===== src/rtl/display_scan_decoder.sv =====
// display_scan_decoder: watches a multiplexed 8-digit seven-segment bus and
// rebuilds the displayed word. Each strobe must stay stable for a
// number of cycles before it is accepted. The segment pattern is then
// decoded back to a 4-bit code. Complete frames and abandoned frames are
// reported with one-cycle pulses.
module display_scan_decoder #(
  parameter int STABLE_CYCLES  = 4,
  parameter int TIMEOUT_CYCLES = 1024
) (
  input  logic        clock,
  input  logic        reset,
  input  logic [7:0]  an,
  input  logic [7:0]  seg,
  output logic [31:0] digits,
  output logic [7:0]  digit_err,
  output logic [7:0]  captured,
  output logic        frame_valid,
  output logic        frame_timeout
);

  localparam int CW = $clog2(STABLE_CYCLES + 2);
  localparam int TW = $clog2(TIMEOUT_CYCLES);

  localparam logic [CW-1:0] CNT_STABLE = CW'(STABLE_CYCLES);
  localparam logic [CW-1:0] CNT_SAT    = CW'(STABLE_CYCLES + 1);
  localparam logic [TW-1:0] TIMER_LAST = TW'(TIMEOUT_CYCLES - 1);

  localparam logic [1:0] ST_IDLE    = 2'd0;
  localparam logic [1:0] ST_COLLECT = 2'd1;
  localparam logic [1:0] ST_EMIT    = 2'd2;

  logic [7:0]    s_an_reg;
  logic [7:0]    s_seg_reg;
  logic [CW-1:0] cnt_reg;
  logic [CW-1:0] cnt_next;
  logic [1:0]    state_reg;
  logic [1:0]    state_next;
  logic [TW-1:0] timer_reg;
  logic [TW-1:0] timer_next;
  logic [7:0]    captured_reg;
  logic [7:0]    captured_next;
  logic          timeout_reg;
  logic          timeout_next;
  logic [31:0]   digits_reg;
  logic [31:0]   digits_next;
  logic [7:0]    err_reg;
  logic [7:0]    err_next;

  logic          sample_same;
  logic          stable_hit;
  logic [7:0]    sel;
  logic          sel_single;
  logic          commit;
  logic [7:0]    digit_wr;
  logic [3:0]    dec_code;
  logic          dec_invalid;

  // A strobe is only meaningful when exactly one anode is driven low.
  assign sample_same = ({an, seg} == {s_an_reg, s_seg_reg});
  assign stable_hit  = sample_same && (cnt_reg == CNT_STABLE);
  assign sel         = ~s_an_reg;
  assign sel_single  = (sel != 8'h00) && ((sel & (sel - 8'd1)) == 8'h00);
  assign commit      = stable_hit && sel_single;

  // Stability counter: restart on any change, saturate once the window is used up.
  always_comb begin
    cnt_next = cnt_reg;
    if (!sample_same) begin
      cnt_next = CW'(1);
    end else if (cnt_reg != CNT_SAT) begin
      cnt_next = cnt_reg + CW'(1);
    end
  end

  // Input sample register and stability counter.
  always_ff @(posedge clock) begin
    if (reset) begin
      s_an_reg  <= 8'hFF;
      s_seg_reg <= 8'h00;
      cnt_reg   <= '0;
    end else begin
      s_an_reg  <= an;
      s_seg_reg <= seg;
      cnt_reg   <= cnt_next;
    end
  end

  // Segment pattern to code; DP takes part in the match, so a lit DP on a digit glyph is an error.
  always_comb begin
    dec_code    = 4'h0;
    dec_invalid = 1'b0;
    case (s_seg_reg)
      8'hFC: dec_code = 4'h0;
      8'h60: dec_code = 4'h1;
      8'hDA: dec_code = 4'h2;
      8'hF2: dec_code = 4'h3;
      8'h66: dec_code = 4'h4;
      8'hB6: dec_code = 4'h5;
      8'hBE: dec_code = 4'h6;
      8'hE0: dec_code = 4'h7;
      8'hFE: dec_code = 4'h8;
      8'hF6: dec_code = 4'h9;
      8'h9E: dec_code = 4'hF;
      8'h01: dec_code = 4'hA;
      default: dec_invalid = 1'b1;
    endcase
  end

  // Per-digit write lanes: only the strobed digit is updated on a commit.
  genvar gi;
  generate
    for (gi = 0; gi < 8; gi++) begin : g_lane
      assign digit_wr[gi]          = commit & sel[gi];
      assign digits_next[4*gi +: 4] = digit_wr[gi] ? dec_code : digits_reg[4*gi +: 4];
      assign err_next[gi]          = digit_wr[gi] ? dec_invalid : err_reg[gi];
    end
  endgenerate

  // Frame tracking: collect strobes, emit on a full set, abandon after a long silence.
  always_comb begin
    state_next    = state_reg;
    timer_next    = timer_reg;
    captured_next = captured_reg;
    timeout_next  = 1'b0;
    case (state_reg)
      ST_IDLE: begin
        timer_next = '0;
        if (commit) begin
          captured_next = sel;
          state_next    = ST_COLLECT;
        end
      end
      ST_COLLECT: begin
        if (commit) begin
          timer_next    = '0;
          captured_next = captured_reg | sel;
          if ((captured_reg | sel) == 8'hFF) begin
            state_next = ST_EMIT;
          end
        end else if (timer_reg == TIMER_LAST) begin
          timer_next    = '0;
          captured_next = 8'h00;
          timeout_next  = 1'b1;
          state_next    = ST_IDLE;
        end else begin
          timer_next = timer_reg + TW'(1);
        end
      end
      ST_EMIT: begin
        timer_next = '0;
        if (commit) begin
          captured_next = sel;
          state_next    = ST_COLLECT;
        end else begin
          captured_next = 8'h00;
          state_next    = ST_IDLE;
        end
      end
      default: begin
        timer_next    = '0;
        captured_next = 8'h00;
        state_next    = ST_IDLE;
      end
    endcase
  end

  // State, frame bookkeeping and decoded digit storage.
  always_ff @(posedge clock) begin
    if (reset) begin
      state_reg    <= ST_IDLE;
      timer_reg    <= '0;
      captured_reg <= 8'h00;
      timeout_reg  <= 1'b0;
      digits_reg   <= 32'h0;
      err_reg      <= 8'h00;
    end else begin
      state_reg    <= state_next;
      timer_reg    <= timer_next;
      captured_reg <= captured_next;
      timeout_reg  <= timeout_next;
      digits_reg   <= digits_next;
      err_reg      <= err_next;
    end
  end

  assign digits        = digits_reg;
  assign digit_err     = err_reg;
  assign captured      = captured_reg;
  assign frame_valid   = (state_reg == ST_EMIT);
  assign frame_timeout = timeout_reg;

endmodule


===== config.mk =====
export PLATFORM = sky130hd
export DESIGN_NAME = display_scan_decoder
export DESIGN_NICKNAME = d
export VERILOG_FILES = /design/src/rtl/display_scan_decoder.sv
export SDC_FILE = /design/constraint.sdc
export NUM_CORES = 1
export LEC_CHECK = 0
export BUFFER_PORTS_ARGS = -buffer_cell sky130_fd_sc_hd__buf_2
export CAP_MARGIN = 20
export CELL_PAD_IN_SITES_DETAIL_PLACEMENT = 0
export CELL_PAD_IN_SITES_GLOBAL_PLACEMENT = 1
export CORE_MARGIN = 2
export CORE_UTILIZATION = 42
export CTS_CLUSTER_SIZE = 12
export DETAILED_ROUTE_END_ITERATION = 8
export MAX_ROUTING_LAYER = met4
export PLACE_DENSITY_LB_ADDON = 0.12
export RECOVER_POWER = 100
export REMOVE_ABC_BUFFERS = 1
export SYNTH_ARGS = -nofsm -noshare
export SYNTH_HDL_FRONTEND = slang
export SYNTH_SLANG_ARGS = --single-unit

===== constraint.sdc =====
create_clock -name clock -period 2 [get_ports clock]
set_input_delay 0.1 -clock clock [delete_from_list [all_inputs] [get_ports clock]]
set_output_delay 0.1 -clock clock [all_outputs]
set_load 0.02 [all_outputs]

### After elaboration in Yosys (flattened, before gate mapping)

Cells that the tools add are included.

| word-level totals | value |
|---|---|
| bits of input ports | 18 |
| bits in registers | 80 |
| logic and storage cells | 91 |

| operators by class | value |
|---|---|
| add/sub/neg operators | 3 |
| muxes and demuxes | 16 |
| bitwise operators | 13 |
| reduce and logical (&&, ||, !) cells | 12 |
| equal/unequal tests | 23 |

Operator list:

| kind | count |
|---|---|
| 8-bit == test (second input constant) | 10 |
| 4-bit one-hot mux with 11 select lines | 1 |
| 8-bit 2-to-1 mux | 4 |
| 8-bit one-hot mux with 3 select lines | 1 |
| 16-bit == test | 1 |
| 8-bit by 7-bit == test with 1-bit output (second input constant) | 2 |
| 12-bit OR reduction | 1 |
| 10-bit by 1-bit adder with 10-bit output (second input constant) | 1 |
| 10-bit == test (second input constant) | 1 |
| 3-bit != test (second input constant) | 3 |
| 1-bit bitwise AND | 8 |
| 8-bit bitwise AND | 1 |
| 8-bit by 1-bit == test with 1-bit output (second input constant) | 1 |
| 8-bit logical NOT | 1 |
| 2-bit 2-to-1 mux | 4 |
| 8-bit NOT | 1 |
| 8-bit OR | 1 |
| 8-bit nonzero test | 1 |
| 8-bit by 1-bit subtractor with 8-bit output (second input constant) | 1 |
| 2-bit one-hot mux with 3 select lines | 1 |
| 1-bit 2-to-1 mux | 5 |
| 4-bit OR reduction | 1 |
| 3-bit by 1-bit adder with 3-bit output (second input constant) | 1 |
| 3-bit == test (second input constant) | 1 |
| 11 further kinds | 14 |

### Depth between registers and ports, before layout

| logic depth | value |
|---|---|
| depth in word-level cells | 8 |
| gate-level depth with buffers | 8 |
| gate-level depth less buffers | 7 |

### Least setup slack after synthesis

Ideal clock, no wire load.

| timing path | value |
|---|---|
| path kind | register to register |
| start | reg s_seg_reg[5] |
| end | reg timer_reg[2] |
| period minus slack after synthesis | 1741 ps |
| arrival | 1621 ps |
| cell stages (with the launch flop) | 9 |
| path slack | 259 ps |
| path through | dfxtp_1 -> buf_2 -> xnor2_2 -> nand4_1 -> nor4_4 -> buf_8 -> nand3_4 -> nand4_2 -> nor2_1 |

| between the ends | value |
|---|---|
| cells in the longest elaborated chain, start to end | 4 |

RTL lines:

| what | RTL line | source |
|---|---|---|
| start: declaration | 33 | `logic [7:0] s_seg_reg;` |
| start signal: assignment | 83 | `s_seg_reg <= seg;` |
| 16-bit == test | 59 | `assign sample_same = ({an, seg} == {s_an_reg, s_seg_reg});` |
| 1-bit logical AND | 60 | `assign stable_hit = sample_same && (cnt_reg == CNT_STABLE);` |
| 1-bit logical AND | 63 | `assign commit = stable_hit && sel_single;` |
| 4-bit OR reduction (no line) | n/a |  |
| end signal: assignment | 178 | `timer_reg <= timer_next;` |
| end: declaration | 38 | `logic [TW-1:0] timer_reg;` |

No other way between the ends.
A chain may end at the register's enable or synchronous reset.

### Worst setup path in the final report

| timing path | value |
|---|---|
| start | in seg[6] |
| end | reg state_reg[0] |

| between the ends | value |
|---|---|
| cells in the longest elaborated chain, start to end | 5 |
| elaborated cells on any way between the ends | 10 |

RTL lines:

| what | RTL line | source |
|---|---|---|
| start: declaration | 13 | `input logic [7:0] seg,` |
| 16-bit == test * | 59 |  |
| 1-bit logical AND * | 60 |  |
| 1-bit logical AND * | 63 |  |
| 3-bit != test (no line) (tied with other cells) | n/a |  |
| 3-bit AND reduction (no line) / 2-bit one-hot mux with 3 select lines (equally long branches) | n/a |  |
| end signal: assignment | 177 | `state_reg <= state_next;` |
| end: declaration | 36 | `logic [1:0] state_reg;` |

Mark *: on every way between the ends. The rest lies on a longest branch, timed or not.

==> metrics <==
status=finished clean; vias in the first global route=2,903; Total Die Area=9215 um^2; leak pwr=0.001747 uW; WL met1=4.709 mm; Yosys top cell area share=45.05%; met2 wire length=4.828 mm; Slew HR=71.20%; synthesized instance count=364; Max Clk Rate=0.5085 GHz; Slew Limit Fails=0; largest cells by area after synthesis=dfxtp_1 (45%), nand3b_1 (8.7%), nand4_4 (4.8%); synthesis-to-finish area growth=34.57%; Int Pwr=2495 uW; drt drc=0; Final Hold Fails=0; Worst Skew=12.49 ps; switching power total=820.3 uW; IO buf count=67; register area share after synthesis=45.05%; fill cell count=773; Top Metal Used=met4; Num CTS Buffers=9; Main synth FF type=dfxtp_1; max incr delay on CP=550 ps; Hold Crit Depth=4; Die Width=96.00 um; combinational share of power=9.2%; FF-to-FF path depth=8; # clock sinks=80; hold crit path type=input port to flop; # Max-Cap Violations=0; CP Capture Type=flop; GPL Wtd Cong=0.8735; sw frac=24.74%; total grt overflow=0; mean area per synthesized cell=9.766 um^2; Tmin final=1967 ps; chip height=96.00 um; Sequential Power Share=49.4%; CP Launch Type=input port; Wirelength per Cell=17.19 um; number of core rows=33; final setup violation count=0; Core Area=8217 um^2; CTS tree=yes; Synth area leader=dfxtp_1; Initial Util=43.26%; largest net degree at the start of global routing=44; Worst-Margin Slew=430.6 ps; VDD IR max=0.4476 mV; Synth top cells by count=dfxtp_1 (80), nand3b_1 (41), o21ai_0 (25); layout net count=501; Post-DP HPWL=5.980 mm; setup TNS=0 ps; Root Driver=clkbuf_8; final worst path period share=98.34%; H-tree depth=3; clk_lat worst skew=360 ps; Synth Cell Area=3555 um^2; Clock transition at path regs=80 ps; CP Data Required Time=2290 ps; worst hold margin=223.9 ps; Ys Warns=0; number of synthesized flops with an enable pin=0; max FFs per register=32; async set-reset flop share out of synthesis=0%; Ant. Diodes=0; post-route ant nets=0; Routed Wire Length=10.13 mm; arrival time at the worst endpoint=2260 ps; met3 WL=495 um; WS Path Type=input port to flop; vias=3,181; Clock power frac=41.4%; vias per cell=5.401; layout cell share with drive strength beyond 1=24.38%; clock buffer depth=2; Post-Place Worst Slack=-4.014 ps; largest fanout on the critical path=7; 1st-iter DRT viols=141; Crit-path slowest cell=dlygate4sd3_1; Yosys reg bits=80; I/O pin count=68; worst setup margin=33.27 ps; worst-path cell chain=dlygate4sd3_1, clkbuf_1, xnor2_1, nand4_1, nor4_4, buf_6, buf_12, nand3_4, o21bai_2, a21oi_2; Unique masters post-synth=51; P per Cell Area=693.1 nW/um^2; initial antenna violation count=0; gr usage total=21.21%; most common cell in the netlist=dfxtp_1; first-pass GRT wire length=14.57 mm; DR pass1 iterations=4
==> cell type report <==
cell class                      count  area, um^2  share of cell area, %
Tap cell                          105       131.4                  2.747
Clock inverter                      6       91.34                  1.909
Multi-Input combinational cell    263        2059                  43.06
Sequential cell                    80        1620                  33.87
Clock buffer                       10       137.6                  2.877
Timing Repair Buffer              111       690.7                  14.44
Inverter                           14       52.55                  1.099
==> routing by layer <==
layer	up-vias	GRT usage, %
li1	1565	-
met1	1538	27.86
met2	69	32.12
met3	9	6.578
met4	0	4.762
met5	-	-
==> power groups by stage <==
stage | registers [uW] | clock network (uW) | logic [uW]
final | 1640 | 1370 | 306
after global routing | 1640 | 1470 | 328
after CTS | 1630 | 1410 | 252
after detailed placement | 1670 | 0 | 224
after global placement | 1670 | 0 | 225
after floorplan | 1670 | 0 | 127
==> final timing paths <==
kind | startpoint | end | slack [ps]
min | reset | state_reg[1] | 220
max | seg[6] | state_reg[0] | 30
max reg2reg | s_seg_reg[6] | state_reg[0] | 70
min reg2reg | digits[6] | digits[6] | 490
==> timing repair <==
action	4_1_cts	5_1_grt
setup buffers	0	6
hold buffers	16	0
gates resized for setup	2	54
pin swaps	0	27
endpoints found under the setup margin	8	58
cloned	0	11
hold endpoints to repair	16	0
==> critical path: cells and delay by family <==
family	cells	cell delay, ps
AO/OA/AOI/OAI	2	340
XOR/XNOR	1	180
buffers and inverters	4	1020
AND/OR/NAND/NOR	3	630
==> stage by stage <==
| stage | instance area [um^2] | power (uW) | cells | utilization (%) |
|---|---|---|---|---|
| 4_1_cts | 4488 | 3292 | 572 | 54.62 |
| 5_1_grt | 4783 | 3441 | 589 | 58.22 |
| 3_5_place_dp | 4088 | 1895 | 540 | 49.75 |
| 2_1_floorplan | 3462 | 1799 | 349 | - |
| 6_report | 4783 | 3315 | 589 | 58.22 |
| 3_3_place_gp | 4088 | 1895 | 540 | 49.75 |
==> layout by cell type, fill, tap and decap left out, types with 12 or more instances in the layout <==
cell type,instances
dlygate4sd3_1,16
o21ai_1,21
nor2b_1,12
nor2_1,22
buf_4,19
nand3b_1,41
clkbuf_1,62
dfxtp_1,71
o21ai_0,27
inv_1,12
==> kinds of logic after synthesis <==
group / synth area share [%]
DFF: 45.05
and+or+nand+nor: 29.60
buffers and inverters: 4.083
adders and majority gates: 1.408
xor gates and xnor gates: 7.040
AOI/OAI and AO/OA: 12.81
(Power assumes the default switching activity.)
